<file path="config.mk">
export PLATFORM = sky130hd
export DESIGN_NAME = booth_mult
export DESIGN_NICKNAME = d
export VERILOG_FILES = /design/src/rtl/booth_mult_pkg.sv /design/src/rtl/cla_adder34.sv /design/src/rtl/booth_mult.sv
export SDC_FILE = /design/constraint.sdc
export NUM_CORES = 1
export LEC_CHECK = 0
export CAP_MARGIN = 40
export CORE_ASPECT_RATIO = 1.25
export CORE_MARGIN = 8
export CORE_UTILIZATION = 45
export DETAILED_ROUTE_END_ITERATION = 16
export PLACE_DENSITY_LB_ADDON = 0.08
export SLEW_MARGIN = 10
export SYNTH_ARGS = -nofsm -noshare
export SYNTH_HDL_FRONTEND = slang
export SYNTH_SLANG_ARGS = --single-unit
</file>
<file path="constraint.sdc">
create_clock -name clock -period 5.65 [get_ports clock]
set_input_delay 1.13 -clock clock [delete_from_list [all_inputs] [get_ports clock]]
set_output_delay 1.13 -clock clock [all_outputs]
set_load 0.005 [all_outputs]
</file>
<file path="src/rtl/booth_mult_pkg.sv">
// Shared definitions for the radix-4 Booth multiplier and its carry-lookahead adder.
package booth_mult_pkg;

  localparam int unsigned ITERATIONS = 16;
  localparam int unsigned ACC_W      = 34;
  localparam int unsigned OP_W       = 32;
  localparam int unsigned PROD_W     = ACC_W + OP_W + 1;

  typedef enum logic [1:0] {
    IDLE = 2'd0,
    RUN  = 2'd1,
    DONE = 2'd2
  } state_t;

  typedef enum logic [2:0] {
    ZERO,
    PA,
    P2A,
    NA,
    N2A
  } booth_sel_t;

  function automatic booth_sel_t booth_decode(input logic [2:0] trip);
    booth_sel_t sel;
    case (trip)
      3'b001, 3'b010: sel = PA;
      3'b011:         sel = P2A;
      3'b100:         sel = N2A;
      3'b101, 3'b110: sel = NA;
      default:        sel = ZERO;
    endcase
    return sel;
  endfunction

  // 8-bit group-carry block: bit i of the result is the carry out of bit i,
  // each expressed directly from g/p and the group carry-in.
  function automatic logic [7:0] group_carry8(input logic [7:0] g,
                                              input logic [7:0] p,
                                              input logic       cin);
    logic [7:0] co;
    logic       pchain;
    co = '0;
    for (int unsigned i = 0; i < 8; i++) begin
      co[i]  = g[i];
      pchain = p[i];
      for (int unsigned j = i; j > 0; j--) begin
        co[i]  = co[i] | (g[j-1] & pchain);
        pchain = pchain & p[j-1];
      end
      co[i] = co[i] | (cin & pchain);
    end
    return co;
  endfunction

endpackage

</file>
<file path="src/rtl/cla_adder34.sv">
// 34-bit carry-lookahead adder with carry-in, built from chained 8-bit group-carry blocks.
module cla_adder34
  import booth_mult_pkg::*;
(
  input  logic [ACC_W-1:0] a,
  input  logic [ACC_W-1:0] b,
  input  logic             cin,
  output logic [ACC_W-1:0] sum,
  output logic             cout
);

  logic [ACC_W-1:0] g;
  logic [ACC_W-1:0] p;
  logic [ACC_W:0]   c;
  logic [7:0]       gc;

  always_comb begin
    g    = a & b;
    p    = a ^ b;
    c    = '0;
    c[0] = cin;
    gc   = '0;
    for (int unsigned k = 0; k < 4; k++) begin
      gc              = group_carry8(g[8*k +: 8], p[8*k +: 8], c[8*k]);
      c[8*k + 1 +: 8] = gc;
    end
    // Top two bits reuse a group block with its unused upper lanes tied off.
    gc         = group_carry8({6'b0, g[33:32]}, {6'b0, p[33:32]}, c[32]);
    c[34:33]   = gc[1:0];
  end

  assign sum  = p ^ c[ACC_W-1:0];
  assign cout = c[ACC_W];

endmodule

</file>
<file path="src/rtl/booth_mult.sv">
// Sequential radix-4 Booth multiplier: 16 iterations, low 32 product bits plus overflow.
// Optional MULT_RESTART_EN: ctrl_MULT outside IDLE aborts and restarts the operation.
module booth_mult
  import booth_mult_pkg::*;
(
  input  logic            clock,
  input  logic            reset,
  input  logic            ctrl_MULT,
  input  logic [OP_W-1:0] data_operandA,
  input  logic [OP_W-1:0] data_operandB,
  output logic [OP_W-1:0] data_result,
  output logic            data_exception,
  output logic            data_resultRDY
);

  state_t            state_q, state_d;
  logic [3:0]        count_q;
  logic [OP_W-1:0]   mcand_q;
  logic [PROD_W-1:0] prod_q;
  logic              load;
  logic              finish;

  booth_sel_t        sel;
  logic [ACC_W-1:0]  addend;
  logic              sub;
  logic [ACC_W-1:0]  acc_sum;
  logic              acc_cout_unused;
  logic [PROD_W-1:0] prod_shift;
  logic              ovf;

  always_ff @(posedge clock or negedge reset) begin
    if (!reset) state_q <= IDLE;
    else        state_q <= state_d;
  end

  always_comb begin
    state_d = state_q;
    load    = 1'b0;
    case (state_q)
      IDLE: if (ctrl_MULT) begin
        load    = 1'b1;
        state_d = RUN;
      end
      RUN:  if (count_q == 4'(ITERATIONS - 1)) state_d = DONE;
      DONE: state_d = IDLE;
      default: state_d = IDLE;
    endcase
`ifdef MULT_RESTART_EN
    if (ctrl_MULT) begin
      load    = 1'b1;
      state_d = RUN;
    end
`endif
    finish = (state_q == DONE) && !load;
  end

  always_comb begin
    sel    = booth_decode(prod_q[2:0]);
    addend = '0;
    sub    = 1'b0;
    case (sel)
      PA:  addend = {{2{mcand_q[OP_W-1]}}, mcand_q};
      P2A: addend = {mcand_q[OP_W-1], mcand_q, 1'b0};
      NA: begin
        addend = ~{{2{mcand_q[OP_W-1]}}, mcand_q};
        sub    = 1'b1;
      end
      N2A: begin
        addend = ~{mcand_q[OP_W-1], mcand_q, 1'b0};
        sub    = 1'b1;
      end
      default: addend = '0;
    endcase
  end

  cla_adder34 u_adder (
    .a    (prod_q[PROD_W-1 -: ACC_W]),
    .b    (addend),
    .cin  (sub),
    .sum  (acc_sum),
    .cout (acc_cout_unused)
  );

  // Product sits in prod[66:1]; bits [63:31] of it must all match for no overflow.
  assign prod_shift = {{2{acc_sum[ACC_W-1]}}, acc_sum, prod_q[OP_W:2]};
  assign ovf        = !((prod_q[64:32] == '0) || (prod_q[64:32] == '1));

  always_ff @(posedge clock or negedge reset) begin
    if (!reset) begin
      count_q        <= '0;
      mcand_q        <= '0;
      prod_q         <= '0;
      data_result    <= '0;
      data_exception <= 1'b0;
      data_resultRDY <= 1'b0;
    end else begin
      data_resultRDY <= 1'b0;
      if (load) begin
        mcand_q <= data_operandA;
        prod_q  <= {{ACC_W{1'b0}}, data_operandB, 1'b0};
        count_q <= '0;
      end else if (state_q == RUN) begin
        prod_q  <= prod_shift;
        count_q <= count_q + 4'd1;
      end else if (finish) begin
        data_result    <= prod_q[OP_W:1];
        data_exception <= ovf;
        data_resultRDY <= 1'b1;
      end
    end
  end

endmodule

</file>
# Yosys cells after proc, flatten, opt, wreduce, memory -nomap -nowiden
# Cells that the tools add are included.
# totals
reg_bits	139
output_inout_bits	34
elab_cells	460
input_bits	67
# classes
n_bitwise	409
n_eq_ne	16
add_sub_neg	1
n_reduce_logical	12
muxes	15
# ops
operator	n
bitwise AND 1 bit	257
OR 1 bit	145
one-hot mux 34 bit (4 select lines)	1
two-way mux 67 bit	2
inverter 34 bit	2
XOR 34 bit	2
bitwise AND 33 bit	1
== test 33 bit (second input constant)	1
zero test 33 bit	1
== test 3 x 2 -> 1 bit (second input constant)	4
== test 3 bit (second input constant)	4
one-hot mux 3 bit (4 select lines)	1
two-way mux 4 bit	2
== test 3 x 1 -> 1 bit (second input constant)	2
two-way mux 1 bit	6
OR reduction 2 bit	3
adder 4 x 1 -> 4 bit (second input constant)	1
== test 4 bit (second input constant)	1
two-way mux 2 bit	2
!= test 2 bit (second input constant)	2
one-hot mux 2 bit (2 select lines)	1
AND reduction 3 bit	1
== test 2 x 1 -> 1 bit (second input constant)	1
== test 2 bit (second input constant)	1
7 further kinds	9

# Logic depth before layout (Yosys ltp)
# depth
depth_word	26
depth_mapped	17
mapped_depth_nobuf	15

# Modules after synthesis
# From an unflattened synthesis, not the netlist that was laid out.
# hier_totals
cells_unflattened	924
hier_area_um2	7802.5
# by_module_without_submodules
module	cells_per_inst	instances	area_per_inst_um2	seq_area_each_um2
booth_mult	730	1	6306.0	3428.3
cla_adder34	194	1	1496.4	0.0

# Least setup slack after synthesis
# No wires, ideal clock.
# synth_path
path_kind	reg2reg
start	register prod_q[2]
end	register prod_q[63]
setup_time_ps	121
arrival_ps	3954
n_path_buf	2
stages_incl_launch_ff	16
slack_ps	1575
t_required_ps	5529
period_less_slack_ps	4075
path_cell_list	dfrtp_1 > buf_1 > buf_1 > xor2_1 > a221o_1 > ha_1 > a21o_1 > o21bai_4 > a221oi_4 > o22ai_2 > a2bb2oi_4 > a211oi_1 > o21ai_1 > nand2b_1 > fa_1 > a22o_1
# synth_between
elab_chain_len	24
elab_cells_between_ends	113
classes_between	eq/ne (10); mux (5); bitwise (95); reduce/logical (3)
# synth_lines
item	line	rtl
from (decl)	booth_mult.sv:19	logic [PROD_W-1:0] prod_q;
from (signal assigned)	booth_mult.sv:100	prod_q <= {{ACC_W{1'b0}}, data_operandB, 1'b0};
from (signal assigned)	booth_mult.sv:103	prod_q <= prod_shift;
== test 3 bit, or another cell as far along	booth_mult_pkg.sv:25	case (trip)
OR reduction 2 bit	booth_mult_pkg.sv:25	
one-hot mux 3 bit (4 select lines) *	booth_mult_pkg.sv:25	
== test 3 bit, or another cell as far along	booth_mult.sv:61	case (sel)
one-hot mux 34 bit (4 select lines)	booth_mult.sv:61	
bitwise AND 33 bit or XOR 34 bit (tied branches)	cla_adder34.sv:18, cla_adder34.sv:19	
bitwise AND 1 bit (on tied branches)	booth_mult_pkg.sv:47, booth_mult_pkg.sv:48	
OR 1 bit, or another cell as far along (6 in series)	booth_mult_pkg.sv:47	co[i] = co[i] | (g[j-1] & pchain);
[... 3 more ...]	n/a	
OR 1 bit	booth_mult_pkg.sv:50	co[i] = co[i] | (cin & pchain);
bitwise AND 1 bit	booth_mult_pkg.sv:50	
OR 1 bit	booth_mult_pkg.sv:50	
bitwise AND 1 bit	booth_mult_pkg.sv:50	
OR 1 bit	booth_mult_pkg.sv:50	
XOR 34 bit *	cla_adder34.sv:32	assign sum = p ^ c[ACC_W-1:0];
two-way mux 67 bit *	booth_mult.sv:102	end else if (state_q == RUN) begin
two-way mux 67 bit *	booth_mult.sv:98	if (load) begin
# Every way passes the cells marked *; elsewhere a longest branch is shown, timed or not. The select of a mux whose other input is x is not followed.
# A chain may end at the register's enable or synchronous reset.

# Final worst setup path
# Ends and elaborated chain as after synthesis.

==> flow_summary.toml <==
[route]
drc = 0
via_per_inst = 5.66
antenna_left = 0
wl_per_cell_um = 18.1
vias = 5891
drt_iter0_markers = 340
first_pass_iters = 5
wirelength_mm = 18.8

[layout]
drive_above_1_share_pct = 15.2
diodes = 0
final_nets = 913
syn2layout_area_growth_pct = 24.9
final_util_pct = 56.8

[clock_network]
post_cts_buffers = 0
numCtsBuffers = 17
cts.sinks = 137
clk_path_buf_depth = 2
cts_tree = "built"
htree_levels = 4
cts_resized = 0
cts-root-buf = "clkbuf_16"
cts.hold.buffers_added = 0
clkTransAtPathRegs_ns = 0.06
insertion_delay_ns = 0.42

[worst_setup_path]
reg2reg_depth = 15
required_ns = 5.96
setup.worst_path.end_class = "flip-flop"
crit_type = "flip-flop to flip-flop"
critical_path.max_fanout = 31
cp_data_arrival_time_ns = 4.80
startpoint_type = "flip-flop"

[global_routing]
grt_pass1_vias = 6353
overflow = 0
antenna_found_initial = 0
grt_use_total_pct = 18.2
grt_start_max_net_pins = 78
grt_pass1_wl_mm = 31.5

[floorplan]
start_util_pct = 45.5
io_pins = 101
die_w_um = 132
die_h_um = 161
coreArea_mm2 = 0.0166
placementRows = 53
die_area_mm2 = 0.0213

[logic_synthesis]
synth_edf_count = 0
synthCells = 719
yosysMostFrequentCell = "dfrtp_1"
synth_top_area_share_pct = 45.3
syn_area_mm2 = 0.00757
synthFlopType = "dfrtp_1"
ys_warn_count = 0
ys_async_sr_fraction_pct = 100
synth_nets = 824
ys_top_cells_by_area = "dfrtp_1, mux2_2, ha_1"
yosysTopAreaCell = "dfrtp_1"
ys_types = 51
ys_ff_latch = 137
synth_area_per_cell_um2 = 10.5
synth_common_cells = "dfrtp_1, nand2_1, mux2_2, o21ai_0, nor2_1"
seq_area_frac_synth_pct = 45.3

[timing]
skew_ns = 0.00643
fin_setup_tns_ns = 0
drv_slew = 0
min_period_over_period_pct = 79.5
max_freq_mhz = 223
hold_viol_final = 0
worst_pin_slew_ns = 0.605
rsz0062_at_grt = "false"
layout_min_cycle_time_ns = 4.49
relSlewSlack_pct = 59.6
setup_viol = 0

[placed_design]
dp.final_hpwl_mm = 13.5
place_congestion = 0.909
io_buffers = 100

[hold_path]
worstHoldPathCells = 2
min_path_type = "flip-flop to flip-flop"

[run_status]
status = "complete, no violations"

[run]
cap_violations = 0

[pwr]
ir_drop_mv = 0.267
p_leak_uw = 0.00412
p_per_area_mw_per_mm2 = 710
where the power goes:
part / switching (uW) / leakage [uW] / internal, uW / total (uW)
combinational: 1890 / 0.00212 / 1830 / 3720
clock: 452 / 0.000273 / 615 / 1070
sequential: 474 / 0.00172 / 1450 / 1920
total: 2820 / 0.00412 / 3890 / 6710
placed cells by master, fill, tap and decap left out, drive strengths merged, types with 6 or more instances in the layout:
master and count:
xnor2 12, ha 33, nand2 72, inv 18
clkdlybuf4s50 99, nand4 11, a221o 33, nor3 6
nor4 9, clkbuf 18, o21ai 66, a21o 7
a21oi 15, dfrtp 137, nand3 13, buf 16
xor2 42, mux2 63, a22o 7, nor2 47
a22oi 32
final cells by class:
class / count / area [um2]
fill: 1420 / 7190
multi-input combinational: 526 / 3960
clock inverter: 14 / 138
tap: 220 / 275
timing repair buffer: 115 / 1190
inverter: 11 / 41.3
sequential: 137 / 3430
clock buffer: 18 / 429
critical path, stage by stage, from the launching register on:
cell       delay, ns
dfrtp_2         0.72
buf_4           0.40
nor2_1          0.08
buf_4           0.25
a221o_1         0.38
ha_1            0.34
a21o_1          0.22
o21bai_4        0.18
a221oi_4        0.33
o22ai_2         0.20
a2bb2oi_4       0.20
a211oi_1        0.12
o21ai_1         0.18
nand2b_1        0.10
fa_1            0.45
a22o_1          0.21
stage by stage:
stage	std cells	setup WS, ns	power [uW]	hold WS [ns]	cell area [um2]
2_1_floorplan	719	1.57	4670	0.458	7570
3_3_place_gp	1005	1.29	5470	0.471	8790
3_5_place_dp	1009	1.15	5670	0.473	8890
4_1_cts	1041	1.15	6750	0.487	9460
5_1_grt	1041	0.871	7270	0.514	9460
6_report	1041	1.16	6710	0.484	9460
cell families (layout without fill, tap and decap cells):
family,Yosys count,in the layout,synth area share [%]
AOI/OAI and AO/OA,192,192,18.9
buffers and inverters,56,158,2.83
adders and majority gates,38,38,6.78
and+or+nand+nor,179,179,10.6
xor gates and xnor gates,54,54,6.25
DFF,137,137,45.3
muxes,63,63,9.37
registers in the layout (all words and copies together), names as in the netlist:
register	flops
mcand_q	32
data_resultRDY	1
prod_q	65
data_result	32
state_q	2
data_exception	1
count_q	4
metal layers:
metal | global-route usage (%) | up-vias | wire length, um
li1 | - | 2810 | -
met1 | 21.4 | 2927 | 8230
met2 | 32.0 | 134 | 9590
met3 | 3.98 | 20 | 739
met5 | 0 | - | 0
met4 | 6.70 | 0 | 244
path summary, 6_finish.rpt:
| kind | from | slack (ns) | to |
|---|---|---|---|
| max | prod_q[2] | 1.16 | prod_q[63] |
| min | data_result[0] | 0.48 | data_result[0] |
| max reg2reg | prod_q[2] | 1.16 | prod_q[63] |
| min reg2reg | data_result[0] | 0.48 | data_result[0] |
| max in group asynchronous | reset | 4.36 | mcand_q[24] |
| min in group asynchronous | reset | 0.57 | data_result[7] |
Note: power is estimated with default switching activity, not from simulation.
